### src/rtl/alu_sequencer.sv
// alu_sequencer: issue/writeback stage around an external 32-bit combinational ALU.
// Accepts one instruction over valid/ready, reads two sources from a
// synchronous-read register file, drives the ALU, captures the result and flags,
// then writes the result back. Owns the architectural C/Z/N flag register.
// Optional feature macro: ALU_SEQ_ILLEGAL_TRAP_EN (adds illegal_op, suppresses
// write and flag update for op codes outside the supported set).
//
// state | meaning
// IDLE  | waiting for an instruction
// READ  | RF read addresses presented, data returns next cycle
// EXEC  | ALU driven from RF data, result/flags captured at end of cycle
// WB    | result written back; a new instruction may be accepted here
module alu_sequencer #(
  parameter int          RA_W    = 4,
  parameter logic [7:0]  NOWB_OP = 8'd8
) (
  input  logic            clk,
  input  logic            reset,
  input  logic            req_valid,
  output logic            req_ready,
  input  logic [7:0]      req_op,
  input  logic [RA_W-1:0] req_rd,
  input  logic [RA_W-1:0] req_ra,
  input  logic [RA_W-1:0] req_rb,
  input  logic            req_imm_en,
  input  logic [31:0]     req_imm,
  input  logic            req_setflags,
  output logic [RA_W-1:0] rf_raddr_a,
  output logic [RA_W-1:0] rf_raddr_b,
  input  logic [31:0]     rf_rdata_a,
  input  logic [31:0]     rf_rdata_b,
  output logic            rf_we,
  output logic [RA_W-1:0] rf_waddr,
  output logic [31:0]     rf_wdata,
  output logic [31:0]     alu_a,
  output logic [31:0]     alu_b,
  output logic [7:0]      alu_op,
  output logic            alu_carry_in,
  input  logic [31:0]     alu_c,
  input  logic            alu_carry_out,
  input  logic            alu_is_zero,
  input  logic            alu_is_negative,
  output logic            flag_c,
  output logic            flag_z,
  output logic            flag_n,
`ifdef ALU_SEQ_ILLEGAL_TRAP_EN
  output logic            illegal_op,
`endif
  output logic            busy
);

  typedef enum logic [1:0] {S_IDLE, S_READ, S_EXEC, S_WB} state_t;

  state_t          state_q, state_d;
  logic [7:0]      op_q;
  logic [RA_W-1:0] rd_q, ra_q, rb_q;
  logic            imm_en_q, setflags_q;
  logic [31:0]     imm_q;
  logic [31:0]     wdata_q;
  logic [31:0]     alu_a_q, alu_b_q;
  logic [2:0]      flags_q;
  logic            accept;
  logic            illegal_w;

  assign req_ready = (state_q == S_IDLE) || (state_q == S_WB);
  assign accept    = req_valid && req_ready;
  assign busy      = (state_q != S_IDLE);

`ifdef ALU_SEQ_ILLEGAL_TRAP_EN
  assign illegal_w  = !((op_q <= 8'd8) || (op_q == 8'd12) || (op_q == 8'd13) || (op_q == 8'd16));
  assign illegal_op = (state_q == S_WB) && illegal_w;
`else
  assign illegal_w  = 1'b0;
`endif

  // Next-state logic for the issue/writeback sequence
  always_comb begin
    state_d = state_q;
    case (state_q)
      S_IDLE: if (accept) state_d = S_READ;
      S_READ: state_d = S_EXEC;
      S_EXEC: state_d = S_WB;
      S_WB:   state_d = accept ? S_READ : S_IDLE;
      default: state_d = S_IDLE;
    endcase
  end

  // State register
  always_ff @(posedge clk or posedge reset) begin
    if (reset) state_q <= S_IDLE;
    else       state_q <= state_d;
  end

  // Latch all request fields on the accept edge
  always_ff @(posedge clk or posedge reset) begin
    if (reset) begin
      op_q       <= '0;
      rd_q       <= '0;
      ra_q       <= '0;
      rb_q       <= '0;
      imm_en_q   <= 1'b0;
      imm_q      <= '0;
      setflags_q <= 1'b0;
    end else if (accept) begin
      op_q       <= req_op;
      rd_q       <= req_rd;
      ra_q       <= req_ra;
      rb_q       <= req_rb;
      imm_en_q   <= req_imm_en;
      imm_q      <= req_imm;
      setflags_q <= req_setflags;
    end
  end

  // End of EXEC: capture result, hold operands, update flags when requested
  always_ff @(posedge clk or posedge reset) begin
    if (reset) begin
      wdata_q <= '0;
      alu_a_q <= '0;
      alu_b_q <= '0;
      flags_q <= '0;
    end else if (state_q == S_EXEC) begin
      wdata_q <= alu_c;
      alu_a_q <= alu_a;
      alu_b_q <= alu_b;
      if (setflags_q && !illegal_w)
        flags_q <= {alu_carry_out, alu_is_zero, alu_is_negative};
    end
  end

  // Addresses come straight from the latched fields so they stay stable READ..EXEC
  assign rf_raddr_a = ra_q;
  assign rf_raddr_b = rb_q;

  // Operands are live from RF data in EXEC and frozen elsewhere
  assign alu_a        = (state_q == S_EXEC) ? rf_rdata_a : alu_a_q;
  assign alu_b        = (state_q == S_EXEC) ? (imm_en_q ? imm_q : rf_rdata_b) : alu_b_q;
  assign alu_op       = op_q;
  assign alu_carry_in = flags_q[2];

  assign rf_we    = (state_q == S_WB) && (op_q != NOWB_OP) && !illegal_w;
  assign rf_waddr = rd_q;
  assign rf_wdata = wdata_q;

  assign flag_c = flags_q[2];
  assign flag_z = flags_q[1];
  assign flag_n = flags_q[0];

endmodule

### config.mk
export PLATFORM = sky130hd
export DESIGN_NAME = alu_sequencer
export DESIGN_NICKNAME = d
export VERILOG_FILES = /design/src/rtl/alu_sequencer.sv
export SDC_FILE = /design/constraint.sdc
export NUM_CORES = 1
export LEC_CHECK = 0
export CORE_ASPECT_RATIO = 1.75
export CORE_MARGIN = 2
export CORE_UTILIZATION = 25
export DETAILED_ROUTE_END_ITERATION = 16
export GPL_ROUTABILITY_DRIVEN = 0
export HOLD_SLACK_MARGIN = 0.06
export PLACE_DENSITY = 0.49
export SYNTH_ARGS = -nofsm -noshare
export SYNTH_HDL_FRONTEND = slang
export SYNTH_SLANG_ARGS = --single-unit
### constraint.sdc
create_clock -name clk -period 5.8 [get_ports clk]
set_input_delay 0.58 -clock clk [delete_from_list [all_inputs] [get_ports clk]]
set_output_delay 0.58 -clock clk [all_outputs]
set_load 0.1 [all_outputs]
==> metrics.yaml <==
ys_types: 21
slew_headroom_pct: 30.7
synth_area_leaders: "dfrtp_1 56%, mux2_2 19%, mux2_4 8.2%"
worstMarginPinSlew_ns: 1.04
synth_common_cells: "155 x dfrtp_1, 115 x mux2_2, 65 x a21oi_1"
h-tree-depth: 4
synth_top_area_cell: "dfrtp_1"
die_w_microns: 130
overflow: 0
hold_buffers: 0
grt_pass1_vias: 5417
area_delta_synth_final_pct: 53.2
tns_ns: 0
place.port_buffers: 278
fmax_mhz: 241
synthArstFlopShare_pct: 100
vias: 4847
crit_start: "state_q[0]"
post-place-cells: 1109
finalCritPeriodShare_pct: 71.6
path_max_fanout: 81
synth.most_common_cell: "dfrtp_1"
cp-end-kind: "output pin"
rsz0062_at_grt: "false"
cp.arrival_ns: 3.57
setup_viol: 0
synth_simple_gate_area_share_pct: 2.20
routedWlPerCell_microns: 17.3
synth.top_cell.area_share_pct: 55.9
worstPathRequired_ns: 5.22
ant_nets: 0
die_area_sq_um: 29200
fp.dieH_microns: 224
initial_core_util_pct: 25.4
min_path_type: "reg -> reg"
synth_adder_area_share_pct: 0.721
core_area_sq_um: 27300
dpl.hpwl_mm: 14.7
reg2reg_slack_ns: 3.00
ys_ff_latch: 155
final-hold-violation-count: 0
synth-compound-area-share_pct: 5.17
cts-resized-gates: 0
synthCells: 488
numCtsBuffers: 17
reg2reg_from: "state_q[0]"
synth_top_family_by_area: "multiplexers"
skew_ns: 0.00552
slew_viol_final: 0
crit_type: "reg -> out"
fill_cells: 2624
endpoint: "alu_b[5]"
layout.cells.non_filler: 1141
drt_wl_total_mm: 19.7
grt_pass1_wl_mm: 30.3
setup_ws_ns: 1.65
grt.total_usage_pct: 14.0
synth_area_sq_um: 6940
cts_num_sinks: 155
cts_tree: "yes"
vias_per_cell: 4.25
clk-insertion-delay-late_ns: 0.44
nNetsFinal: 919
synth-xor-area-share_pct: 0
place_ws_ns: 2.05
syn_area_per_cell_sq_um: 14.2
clock_path_buffers: 2
cts_root_buffer: "clkbuf_16"
drc: 0
period_needed_ns: 4.15
layout-drive-gt1-share_pct: 24.8
synth.yosys.seq_area_share_pct: 55.9
rows: 80
grt_max_degree: 101
clk_pin_slew_ns: 0.06
yosys_most_used_dff: "dfrtp_1"
synth_nets: 648
drt-initial-drc-count: 119
reg2reg_depth: 5
muxShareOfSynthArea_pct: 31.6
antenna_found_initial: 1
cts_setup_buffers: 0
r2r-end: "rf_waddr[3]"
ys_warn_count: 0
max-cap-violations: 0
hp-start: "alu_a_q[14]"
drt_first_pass_iters: 4
status: "finished clean"
ios: 279
synth_edf_count: 0
worstSetupStartpointType: "flip-flop"
[cell families (layout without fill, tap and decap cells)]
group,after synthesis,count (layout)
multiplexers,186,186
flip-flops,155,155
AO/OA/AOI/OAI,70,70
buffers and inverters,37,320
AND/OR/NAND/NOR,36,36
adder cells (fa/ha/maj),4,4
other,0,1
[worst max-delay path, stage by stage, from the launching register on]
cell and delay (ns):
dfrtp_1 0.41, inv_1 0.15, ha_4 0.68, buf_12 0.38
nor2_1 0.12, a21oi_1 0.14, clkdlybuf4s50_1 1.18
[how the worst min path moves through the flow]
| stage | slack, ns | cells past startpoint | end |
|---|---|---|---|
| after floorplan | 0.48 | 2 | alu_b_q[0] |
| after global placement | 0.49 | 1 | alu_a_q[15] |
| after detailed placement | 0.49 | 1 | alu_a_q[5] |
| after CTS | 0.51 | 1 | alu_a_q[14] |
| after global routing | 0.52 | 1 | rf_wdata[26] |
| final | 0.50 | 1 | alu_a_q[14] |
[routing by layer]
| metal | wire [microns] | vias up | track usage [%] |
|---|---|---|---|
| met3 | 1300 | 31 | 4.73 |
| li1 | - | 2269 | - |
| met4 | 600 | 0 | 6.63 |
| met5 | 0 | - | 0 |
| met1 | 6870 | 2369 | 13.8 |
| met2 | 10900 | 178 | 25.7 |
[layout make-up]
type	instances	area, sq um	share of cell area (%)
sequential	155	3880	36.5
timing repair buffer	284	2840	26.7
multi-input combinational	296	2770	26.1
clock buffer	24	492	4.63
tap	369	462	4.34
clock inverter	7	160	1.51
inverter	5	23.8	0.224
antenna	1	2.50	0.0235
[stage by stage]
| step | cell area, sq um | utilization [%] | hold slack, ns |
|---|---|---|---|
| finish | 10600 | 38.9 | 0.502 |
| global route | 10600 | 38.9 | 0.521 |
| CTS | 10600 | 38.9 | 0.508 |
| detailed placement | 9980 | 36.5 | 0.492 |
| global placement | 9980 | 36.5 | 0.487 |
| floorplan | 6940 | - | 0.476 |
[state kept, by name (all words and copies together) (netlist names)]
name	flops
alu_a_q	32
alu_b_q	32
imm_q	32
rf_wdata	32
alu_op	8
rf_raddr_a	4
rf_raddr_b	4
rf_waddr	4
flags_q	3
state_q	2
imm_en_q	1
setflags_q	1
[placed cells by master, fill, tap and decap left out]
cell | netlist | layout
nand2_1 | 1 | 1
a21oi_1 | 65 | 65
nor4b_1 | 1 | 1
mux2_2 | 115 | 115
inv_6 | 0 | 1
bufinv_16 | 0 | 5
o21a_1 | 1 | 1
clkbuf_16 | 0 | 17
ha_1 | 4 | 3
a21boi_0 | 2 | 2
clkdlybuf4s50_1 | 0 | 278
buf_12 | 5 | 1
diode_2 | 0 | 1
nor2_1 | 32 | 32
clkbuf_1 | 2 | 3
o22ai_1 | 1 | 1
nor4_1 | 1 | 1
clkbuf_8 | 0 | 4
inv_1 | 5 | 4
mux2_4 | 38 | 38
clkinv_2 | 0 | 2
buf_4 | 13 | 5
dfrtp_2 | 0 | 1
mux2i_1 | 33 | 33
nor2b_4 | 1 | 1
dfrtp_1 | 155 | 154
ha_4 | 0 | 1
o21ai_0 | 1 | 1
Power is left out: the tool's default activity adds up to more than one toggle a clock period on the data nets, which glitch-free logic cannot reach.
